**src/rtl/myo_quad_gen_pkg.sv**
```systemverilog
// Shared definitions for the quadrature encoder emulator.
//   - Avalon register word addresses
//   - step FSM state encoding
//   - Gray step tables for the (A,B) phase pair
//   - read value returned for unmapped addresses
package myo_quad_pkg;

  localparam logic [3:0] ADDR_TARGET = 4'd0;
  localparam logic [3:0] ADDR_PERIOD = 4'd1;
  localparam logic [3:0] ADDR_COUNT  = 4'd2;
  localparam logic [3:0] ADDR_CTRL   = 4'd3;
  localparam logic [3:0] ADDR_STATUS = 4'd4;
  localparam logic [3:0] ADDR_INDEX  = 4'd5;

  localparam logic [31:0] RD_UNMAPPED = 32'hDEAD_BEEF;

  localparam int unsigned MIN_PERIOD_DEF = 4;

  typedef enum logic [1:0] {
    ST_IDLE = 2'd0,
    ST_WAIT = 2'd1,
    ST_STEP = 2'd2
  } step_state_e;

  // Phase is {A,B}. Up: 00 -> 10 -> 11 -> 01 -> 00.
  function automatic logic [1:0] gray_next(input logic [1:0] ab);
    case (ab)
      2'b00:   return 2'b10;
      2'b10:   return 2'b11;
      2'b11:   return 2'b01;
      default: return 2'b00;
    endcase
  endfunction

  function automatic logic [1:0] gray_prev(input logic [1:0] ab);
    case (ab)
      2'b00:   return 2'b01;
      2'b01:   return 2'b11;
      2'b11:   return 2'b10;
      default: return 2'b00;
    endcase
  endfunction

endpackage

```
**src/rtl/myo_quad_gen_timer.sv**
```systemverilog
// quad_step_timer: loadable down-counter that times the gap between edges.
//   clk, reset_n  clock / async active-low reset
//   load_i        load the counter from period_i (clamped to MIN_PERIOD)
//   dec_i         decrement enable
//   period_i      programmed period in clocks
//   done_o        pulse on the decrement that reaches zero
// The counter is loaded with period-1 so that, counting the load cycle, the
// distance between two loads that each end in done is exactly the period.
// MIN_PERIOD must be at least 2.
module quad_step_timer
  import myo_quad_pkg::*;
#(
  parameter int unsigned MIN_PERIOD = MIN_PERIOD_DEF
) (
  input  logic        clk,
  input  logic        reset_n,
  input  logic        load_i,
  input  logic        dec_i,
  input  logic [31:0] period_i,
  output logic        done_o
);

  logic [31:0] cnt_q;
  logic [31:0] load_val;

  assign load_val = (period_i < 32'(MIN_PERIOD)) ? 32'(MIN_PERIOD) - 32'd1
                                                 : period_i - 32'd1;
  assign done_o   = dec_i && (cnt_q == 32'd1);

  always_ff @(posedge clk or negedge reset_n) begin
    if (!reset_n) begin
      cnt_q <= 32'd0;
    end else if (load_i) begin
      cnt_q <= load_val;
    end else if (dec_i && (cnt_q != 32'd0)) begin
      cnt_q <= cnt_q - 32'd1;
    end
  end

endmodule

```
**src/rtl/myo_quad_gen.sv**
```systemverilog
// myo_quad_gen: quadrature encoder emulator, transmit side of the RS422 link.
// An Avalon-MM slave sets a target count; the block steps its count toward it
// one Gray edge per programmed period and drives differential A/B legs.
//   clk, reset_n            clock / async active-low reset
//   address, write,         Avalon-MM slave: word address, write strobe,
//   writedata, read,        data, read strobe, read data and wait
//   readdata, waitrequest   (reads take two cycles, writes one)
//   quad_Apos/Aneg          channel A legs (Apos = ~A, Aneg = A)
//   quad_Bpos/Bneg          channel B legs (Bpos = ~B, Bneg = B)
//   quad_Ipos/Ineg          index legs, only with MYO_QUAD_GEN_INDEX_EN
// Optional feature macro: MYO_QUAD_GEN_INDEX_EN (index output + register 5).
//
// state | meaning
// IDLE  | at target or disabled; loads the timer when a move is pending
// WAIT  | timer running toward the next edge
// STEP  | emit one Gray edge, move count by one, re-arm if still busy
module myo_quad_gen
  import myo_quad_pkg::*;
#(
  parameter int unsigned CLOCK_FREQ_HZ = 50_000_000,
  parameter int unsigned MIN_PERIOD    = MIN_PERIOD_DEF,
  parameter int unsigned INDEX_PERIOD  = 2048
) (
  input  logic        clk,
  input  logic        reset_n,
  input  logic [3:0]  address,
  input  logic        write,
  input  logic [31:0] writedata,
  input  logic        read,
  output logic [31:0] readdata,
  output logic        waitrequest,
  output logic        quad_Apos,
  output logic        quad_Aneg,
  output logic        quad_Bpos,
  output logic        quad_Bneg
`ifdef MYO_QUAD_GEN_INDEX_EN
  ,
  output logic        quad_Ipos,
  output logic        quad_Ineg
`endif
);

  step_state_e state_q, state_d;
  logic [31:0] target_q, period_q, count_q, count_d, diff;
  logic [31:0] readdata_q, rd_data;
  logic [1:0]  phase_q, phase_d;
  logic [3:0]  legs_q;  // {Apos, Aneg, Bpos, Bneg}
  logic        enable_q, waitreq_q;
  logic        dir_up, step_en, timer_load, timer_dec, timer_done;
  logic        wr_target, wr_period, wr_count, wr_ctrl;
  logic        unused_cfg;

  assign unused_cfg = ^{CLOCK_FREQ_HZ, INDEX_PERIOD};

  assign wr_target = write && (address == ADDR_TARGET);
  assign wr_period = write && (address == ADDR_PERIOD);
  assign wr_count  = write && (address == ADDR_COUNT);
  assign wr_ctrl   = write && (address == ADDR_CTRL);

  // Signed modulo-2^32 distance decides direction, so wrapped targets step
  // the short way round.
  assign diff    = target_q - count_q;
  assign dir_up  = $signed(diff) > 0;
  assign step_en = (state_q == ST_STEP) && enable_q;

  quad_step_timer #(.MIN_PERIOD(MIN_PERIOD)) u_timer (
    .clk      (clk),
    .reset_n  (reset_n),
    .load_i   (timer_load),
    .dec_i    (timer_dec),
    .period_i (period_q),
    .done_o   (timer_done)
  );

  // A count preload in the same cycle as a step overrides the step's count
  // update, but the phase still advances.
  always_comb begin
    count_d = count_q;
    phase_d = phase_q;
    if (step_en) begin
      count_d = dir_up ? count_q + 32'd1 : count_q - 32'd1;
      phase_d = dir_up ? gray_next(phase_q) : gray_prev(phase_q);
    end
    if (wr_count) count_d = writedata;
  end

  // STEP re-runs the IDLE decision itself so the next timer load happens in
  // the step cycle; that keeps edge spacing equal to the period.
  always_comb begin
    state_d    = state_q;
    timer_load = 1'b0;
    timer_dec  = 1'b0;
    case (state_q)
      ST_IDLE: begin
        if (enable_q && (count_q != target_q)) begin
          timer_load = 1'b1;
          state_d    = ST_WAIT;
        end
      end
      ST_WAIT: begin
        timer_dec = enable_q;
        if (!enable_q)      state_d = ST_IDLE;
        else if (timer_done) state_d = ST_STEP;
      end
      ST_STEP: begin
        state_d = ST_IDLE;
        if (enable_q && (count_d != target_q)) begin
          timer_load = 1'b1;
          state_d    = ST_WAIT;
        end
      end
      default: state_d = ST_IDLE;
    endcase
  end

`ifdef MYO_QUAD_GEN_INDEX_EN
  logic        idx_d, idx_q;
  logic [1:0]  idx_legs_q;  // {Ipos, Ineg}
  logic [31:0] index_cnt_q;

  assign idx_d = ((count_d % INDEX_PERIOD) == 32'd0) && (phase_d == 2'b00);

  // Reset state already sits on the index position, so I resets high and the
  // first cycle after reset does not count as a rising edge.
  always_ff @(posedge clk or negedge reset_n) begin
    if (!reset_n) begin
      idx_q       <= 1'b1;
      idx_legs_q  <= 2'b01;
      index_cnt_q <= 32'd0;
    end else begin
      idx_q      <= idx_d;
      idx_legs_q <= {~idx_d, idx_d};
      if (idx_d && !idx_q) index_cnt_q <= index_cnt_q + 32'd1;
    end
  end

  assign quad_Ipos = idx_legs_q[1];
  assign quad_Ineg = idx_legs_q[0];
`endif

  always_comb begin
    case (address)
      ADDR_TARGET: rd_data = target_q;
      ADDR_PERIOD: rd_data = period_q;
      ADDR_COUNT:  rd_data = count_q;
      ADDR_CTRL:   rd_data = {31'd0, enable_q};
      ADDR_STATUS: rd_data = {30'd0, dir_up, (count_q != target_q)};
`ifdef MYO_QUAD_GEN_INDEX_EN
      ADDR_INDEX:  rd_data = index_cnt_q;
`endif
      default:     rd_data = RD_UNMAPPED;
    endcase
  end

  always_ff @(posedge clk or negedge reset_n) begin
    if (!reset_n) begin
      state_q    <= ST_IDLE;
      target_q   <= 32'd0;
      period_q   <= 32'(MIN_PERIOD);
      count_q    <= 32'd0;
      enable_q   <= 1'b0;
      phase_q    <= 2'b00;
      legs_q     <= 4'b1010;
      readdata_q <= 32'd0;
      waitreq_q  <= 1'b1;
    end else begin
      state_q <= state_d;
      count_q <= count_d;
      phase_q <= phase_d;
      legs_q  <= {~phase_d[1], phase_d[1], ~phase_d[0], phase_d[0]};
      if (wr_target) target_q <= writedata;
      if (wr_period) period_q <= writedata;
      if (wr_ctrl)   enable_q <= writedata[0];
      // waitrequest idles high; a read drops it for one cycle with data.
      if (read && waitreq_q) begin
        waitreq_q  <= 1'b0;
        readdata_q <= rd_data;
      end else begin
        waitreq_q  <= 1'b1;
      end
    end
  end

  assign readdata    = readdata_q;
  assign waitrequest = waitreq_q;
  assign quad_Apos   = legs_q[3];
  assign quad_Aneg   = legs_q[2];
  assign quad_Bpos   = legs_q[1];
  assign quad_Bneg   = legs_q[0];

endmodule
```
**config.mk**
```make
export PLATFORM = sky130hd
export DESIGN_NAME = myo_quad_gen
export DESIGN_NICKNAME = d
export VERILOG_FILES = /design/src/rtl/myo_quad_gen_pkg.sv /design/src/rtl/myo_quad_gen_timer.sv /design/src/rtl/myo_quad_gen.sv
export SDC_FILE = /design/constraint.sdc
export NUM_CORES = 1
export LEC_CHECK = 0
export BUFFER_PORTS_ARGS = -buffer_cell sky130_fd_sc_hd__buf_2
export CELL_PAD_IN_SITES_DETAIL_PLACEMENT = 1
export CELL_PAD_IN_SITES_GLOBAL_PLACEMENT = 1
export CORE_MARGIN = 2
export CORE_UTILIZATION = 52
export CTS_CLUSTER_DIAMETER = 200
export CTS_CLUSTER_SIZE = 30
export DETAILED_ROUTE_END_ITERATION = 8
export GPL_ROUTABILITY_DRIVEN = 1
export PLACE_DENSITY_LB_ADDON = 0.1
export SYNTH_ARGS = -nofsm -noshare
export SYNTH_HDL_FRONTEND = slang
export SYNTH_HIERARCHICAL = 1
export SYNTH_SLANG_ARGS = --single-unit
```
**constraint.sdc**
```tcl
create_clock -name clk -period 12.9 [get_ports clk]
set_input_delay 1.935 -clock clk [delete_from_list [all_inputs] [get_ports clk]]
set_output_delay 1.935 -clock clk [all_outputs]
set_load 0.03 [all_outputs]
```
== Word level (Yosys, flattened, before mapping) ==
Cells that the tools add are included.

* Register bits after elaboration: 170
* Input port bits: 40
* Output and inout bits: 37
* Word-level logic and storage cells: 70

* Add/subtract/negate cells: 5
* $lt $le $gt $ge: 2
* Equality and inequality tests: 14
* Multiplexer cells: 21
* Bitwise gates (word level): 2
* Reduce and logical (&&, ||, !) cells: 16

{| class="wikitable"
|+ Operators by type and width
! cell !! count
|-
| $mux W32 || 6
|-
| $pmux W32 S5 || 1
|-
| $sub A32 B1 Y32 const B || 3
|-
| $ne A32 B32 Y1 || 2
|-
| $add A32 B1 Y32 const B || 1
|-
| $eq A32 B1 Y1 const B || 1
|-
| $gt A32 B1 Y1 const B || 1
|-
| $lt A32 B3 Y1 const B || 1
|-
| $reduce_bool A32 Y1 || 1
|-
| $sub A32 B32 Y32 || 1
|-
| $pmux W2 S3 || 3
|-
| $logic_and A1 B1 Y1 || 10
|-
| $mux W2 || 5
|-
| $eq A4 B2 Y1 const B || 2
|-
| $eq A2 B2 Y1 const B || 3
|-
| $mux W1 || 5
|-
| $eq A2 B1 Y1 const B || 2
|-
| $eq A4 B1 Y1 const B || 1
|-
| $eq A4 B3 Y1 const B || 1
|-
| $logic_not A2 Y1 || 2
|-
| $logic_not A4 Y1 || 1
|-
| $ne A3 B3 Y1 const B || 1
|-
| $ne A2 B2 Y1 const B || 1
|-
| $not A1 Y1 || 2
|-
| other kinds (3) || 3
|}

== Logic depth before layout (Yosys ltp) ==
* Depth in word-level cells: 10
* Gate-level depth with buffers: 32
* Gate-level depth less buffers: 30

== Hierarchy ==
The synthesis kept the hierarchy.

{| class="wikitable"
|+ By module, submodules not included
! module !! times used !! cells an instance !! area an instance (um^2) !! sequential area each (um^2)
|-
| myo_quad_gen || 1 || 1,379 || 11,511.0 || 3,408.3
|-
| quad_step_timer || 1 || 312 || 2,627.5 || 800.8
|}

== Least setup slack after synthesis ==
OpenSTA, ideal clock, no wires.

* Kind: reg2reg
* Start point: register target_q[0]
* End point: register u_timer.cnt_q[3]
* Setup time: 0.121 ns
* Data arrival time: 8.211 ns
* Data required time: 12.779 ns
* Setup slack: 4.568 ns
* Stages on the path, launching flop included: 32
* Buffers on the path: 3
* Clock period less this slack: 8.332 ns
* Path through: dfrtp_1 -> inv_1 -> ha_1 -> fa_1 -> nand2b_1 -> a21o_1 -> a211oi_1 -> o32a_1 -> o2111ai_1 -> or4_1 -> or4_4 -> or2_1 -> nand2_1 -> ha_1 -> clkbuf_1 -> and2_1 -> or4_1 -> o211ai_1 -> and3_1 -> nor3_1 -> o21ai_0 -> a21oi_1 -> or3b_1 -> a2111oi_0 -> o2111ai_1 -> a2111oi_4 -> nor2_1 -> clkbuf_1 -> nand2b_1 -> clkbuf_1 -> o21a_1 -> o22a_1

* Longest elaborated chain between the ends: 10
* Elaborated cells on any way between the ends: 14
* Classes of those cells: add/sub (1); order compare (1); eq/ne (2); mux (7); reduce/logical (3)

{| class="wikitable"
|+ RTL lines
! element !! RTL line !! source
|-
| start: declaration || myo_quad_gen.sv:44 || <nowiki>logic [31:0] target_q, period_q, count_q, count_d, diff;</nowiki>
|-
| start signal: assignment || myo_quad_gen.sv:171 || <nowiki>if (wr_target) target_q <= writedata;</nowiki>
|-
| $sub A32 B32 Y32 || myo_quad_gen.sv:62 || <nowiki>assign diff = target_q - count_q;</nowiki>
|-
| $gt A32 B1 Y1 || myo_quad_gen.sv:63 || <nowiki>assign dir_up = $signed(diff) > 0;</nowiki>
|-
| $mux W32 || myo_quad_gen.sv:81 || <nowiki>count_d = dir_up ? count_q + 32'd1 : count_q - 32'd1;</nowiki>
|-
| $mux W32 || myo_quad_gen.sv:80 || <nowiki>if (step_en) begin</nowiki>
|-
| $mux W32 || myo_quad_gen.sv:84 || <nowiki>if (wr_count) count_d = writedata;</nowiki>
|-
| $ne A32 B32 Y1 || myo_quad_gen.sv:107 || <nowiki>if (enable_q && (count_d != target_q)) begin</nowiki>
|-
| $logic_and A1 B1 Y1 || myo_quad_gen.sv:107 ||
|-
| $mux W1 || myo_quad_gen.sv:107 ||
|-
| $pmux W1 S2 (*) || myo_quad_gen.sv:93 || <nowiki>case (state_q)</nowiki>
|-
| named net timer_load || myo_quad_gen.sv:49 || <nowiki>logic dir_up, step_en, timer_load, timer_dec, timer_done;</nowiki>
|-
| $mux W32 or $reduce_bool A2 Y1 (tied branches) || -- ||
|-
| end signal: assignment || myo_quad_gen_timer.sv:34 || <nowiki>cnt_q <= load_val;</nowiki>
|-
| end signal: assignment || myo_quad_gen_timer.sv:36 || <nowiki>cnt_q <= cnt_q - 32'd1;</nowiki>
|-
| end: declaration || myo_quad_gen_timer.sv:23 || <nowiki>logic [31:0] cnt_q;</nowiki>
|}

The timed path passes the listed nets; every way through them passes the cells marked *.
A chain may end at the register's enable or synchronous reset.

== Worst setup path after layout ==
* Start point: register count_q[1]
* End point: register u_timer.cnt_q[22]

* Longest elaborated chain between the ends: 10
* Elaborated cells on any way between the ends: 16
* Classes of those cells: add/sub (3); order compare (1); eq/ne (2); mux (7); reduce/logical (3)

{| class="wikitable"
|+ RTL lines
! element !! RTL line !! source
|-
| start: declaration || myo_quad_gen.sv:44 ||
|-
| start signal: assignment || myo_quad_gen.sv:168 || <nowiki>count_q <= count_d;</nowiki>
|-
| $sub A32 B32 Y32 || myo_quad_gen.sv:62 ||
|-
| $gt A32 B1 Y1 || myo_quad_gen.sv:63 ||
|-
| $mux W32 || myo_quad_gen.sv:81 ||
|-
| $mux W32 || myo_quad_gen.sv:80 ||
|-
| $mux W32 || myo_quad_gen.sv:84 ||
|-
| $ne A32 B32 Y1 || myo_quad_gen.sv:107 ||
|-
| $logic_and A1 B1 Y1 || myo_quad_gen.sv:107 ||
|-
| $mux W1 || myo_quad_gen.sv:107 ||
|-
| $pmux W1 S2 (*) || myo_quad_gen.sv:93 ||
|-
| named net timer_load || myo_quad_gen.sv:49 ||
|-
| $mux W32 or $reduce_bool A2 Y1 (tied branches) || -- ||
|}

Marked as above.

==> summary.md <==
| Metric | Value |
|---|---|
| Synth top area cells | dfrtp_1 29%, ha_1 5.8%, mux2_2 5.4% |
| FFs w/ async S/R, synth | 1.00 |
| Mapped Area | between 10000 and 15000 um2 |
| Hold path cells | 1 |
| H-Tree Depth | 4 |
| DR WL/cell | 27.5 um |
| Antenna-violating nets left | 0 |
| RSZ-0062 raised after global routing | no |
| Power Dens Cells | roughly 230 nW/um2 |
| Worst Tran Pin Value | between 1000 and 1500 ps |
| CTS Buffer Depth | 2 |
| First-iteration detailed-routing DRC count | 1600 |
| Syn. warnings | 6 |
| Crit-path most repeated cell | nand2_1 |
| Final period utilization | 0.834 |
| Area growth from synthesis to layout | 8.46% |
| Post-DP HPWL | ~42000 um |
| PostCTS Resize Cnt | 0 |
| Number of synthesized flops with an enable pin | 0 |
| Post-Route Skew | approximately 20 ps |
| Peak supply drop | around 97 uV |
| CP endpoint kind | flop |
| Tot GR Track Use | 0.397 |
| CP arrival | 11110 ps |
| Power Total | between 0.003 and 0.004 W |
| Minimum clock period | 10760 ps |
| DR vias/cell | between 7 and 8 |
| WP data required | around 13000 ps |
| Final hold violations | 0 |
| Post-Route WL | 56700 um |
| Clk network pwr share | 0.161 |
| Starting Density | 0.528 |
| Slew Limit Fails | 0 |
| Critical path class | flop to flop |
| DR vias | between 10000 and 15000 |
| Worst hold path type | flop to flop |
| Worst-path maximum fanout | 34 |
| Drt drc | 0 |
| Vias in the first global route | 14600 |
| Pleak | ~6.3 nW |
| Port Buffer Count | 76 |
| Yosys reg bits | 168 |
| Status | complete, no violations |
| Leading cell types by count after synthesis | 164 x dfrtp_1, 158 x nand2_1, 128 x nor2_1 |
| R2R cell count | 30 |
| Fin nets | around 1800 |
| First-pass GRT wire length | 86900 um |
| Clock latency on the worst-skew pair | around 450 ps |
| CP peak stage delay | 850 ps |
| Slowest-stage cell, CP | nor2b_1 |
| Final Wtd Congestion | 0.985 |
| Gr ovfl total | 0 |
| IO Pins | a little under 80 |
| Die width | between 150 and 200 um |
| Setup TNS | 0 ps |
| Die Area | roughly 29000 um2 |
| Clock Sinks | 168 |
| Core Area | 26800 um2 |
| # rows | 60 |
| TritonCTS Buffers | 17 |
| Synth Area per Inst | 8.36 um2 |
| Most used DFF post-synth | dfrtp_1 |
| Final setup viols | 0 |
| Fill cells | roughly 3200 |
| Unique masters post-synth | 98 |
| Net Switching | approximately 0.0018 W |
| Gate power share | 0.597 |
| DR pass1 iterations | 6 |
| WHS | approximately 500 ps |
| Post-Syn Nets | approximately 1800 |
| Max_cap viols | 0 |
| Largest net degree at the start of global routing | 96 |
| CTS tree | yes |
| Worst-path clk slew | 80 ps |
| PnR worst setup slack | approximately 2100 ps |
| Max_slew headroom | 0.251 |
| DIE HEIGHT | ~170 um |
| Synth top area share | 0.290 |
| Reg power frac | 0.242 |
| Antenna Cells | 0 |
| Post-CTS Setup Bufs | 0 |
| Mapped Cells | between 1500 and 2000 |
| Dominant cell type by area after synthesis | dfrtp_1 |
| Internal | between 0.0015 and 0.002 W |
| CP startpoint kind | flop |
| Number of antenna violations at the first check in global routing | 0 |
| Sequential area share after synthesis | 0.298 |
| Maximum clock rate | ~93 MHz |
| DP Worst Slack | about 2400 ps |
| Most frequent cell after synthesis | dfrtp_1 |
| Layout cells sized above 1 | 0.140 |
| CTS root buf | clkbuf_16 |
| Cts-stage hold buffer count | 0 |
| Switching share of power | 0.512 |
[final cells by class]
class,instances,area (um2),area share
sequential,168,4210,0.274
timing repair buffer,92,507,0.0330
tap,341,427,0.0278
clock inverter,14,185,0.0121
multi-input combinational,1361,9310,0.607
inverter,72,270,0.0176
clock buffer,18,429,0.0280
[through the flow]
step / util / area (um2) / std cells
finish: 0.572 / 15300 / 2066
global placement: 0.549 / 14700 / 2034
global route: 0.572 / 15300 / 2066
detailed placement: 0.549 / 14700 / 2034
CTS: 0.572 / 15300 / 2066
floorplan: - / 14100 / 1691
[per-layer routing]
metal | up-vias | GRT usage | routed length [um]
met5 | - | 0 | 0
met4 | 0 | 0.190 | 3040
met3 | 176 | 0.0814 | 4550
met2 | 713 | 0.636 | 26000
met1 | 7232 | 0.514 | 23200
li1 | 6403 | - | -
[state kept, by name, summed over array words and instances, names as in the netlist]
signal / flops
legs_q: 4
target_q: 32
enable_q: 1
count_q: 32
waitrequest: 1
state_q: 2
period_q: 32
readdata: 32
u_timer/cnt_q: 32
[critical path, delay by kind of cell (launching register included)]
family	cells	cell delay [ps]
simple gates	12	4320
buf+inv	4	1210
flops	1	530
compound gates	11	3370
fa+ha+maj	2	810
mux	1	380
[cells in the final DEF (no fill, tap or decap), types with 46 or more instances in the layout]
cell,instances
dfrtp_1,164
nand2_1,157
nor2_1,127
a21oi_1,94
o21ai_0,91
buf_2,75
inv_1,72
mux2_2,68
ha_1,66
nor3_1,56
a31oi_1,46
[worst paths after layout]
| check | from | end | slack (ps) |
|---|---|---|---|
| setup / recovery | count_q[1] | u_timer/cnt_q[22] | 2140 |
| setup reg to reg | count_q[1] | u_timer/cnt_q[22] | 2140 |
| hold reg to reg | legs_q[0] | legs_q[1] | 500 |
| min in group asynchronous | reset_n | readdata[7] | 1580 |
| hold / removal | legs_q[0] | legs_q[1] | 500 |
| max in group asynchronous | reset_n | u_timer/cnt_q[0] | 9680 |
[power by group through the flow]
stage	combinational (W)	clock, W	sequential, W
after floorplan	0.00148	0	0.000794
after global placement	0.00200	0	0.000844
after detailed placement	0.00204	0	0.000855
after CTS	0.00206	0.000573	0.000847
after global routing	0.00230	0.000592	0.000870
final	0.00212	0.000572	0.000858
[cells by family (layout without fill, tap and decap cells)]
kind of cell,Yosys count,after routing,share of synthesized area
AOI/OAI and AO/OA,515,515,0.253
xor gates and xnor gates,86,86,0.0542
adders and majority gates,68,68,0.0612
buffers and inverters,162,196,0.0451
DFF,168,168,0.298
muxes,90,90,0.0697
and+or+nand+nor,602,602,0.219
(Power assumes the default switching activity.)
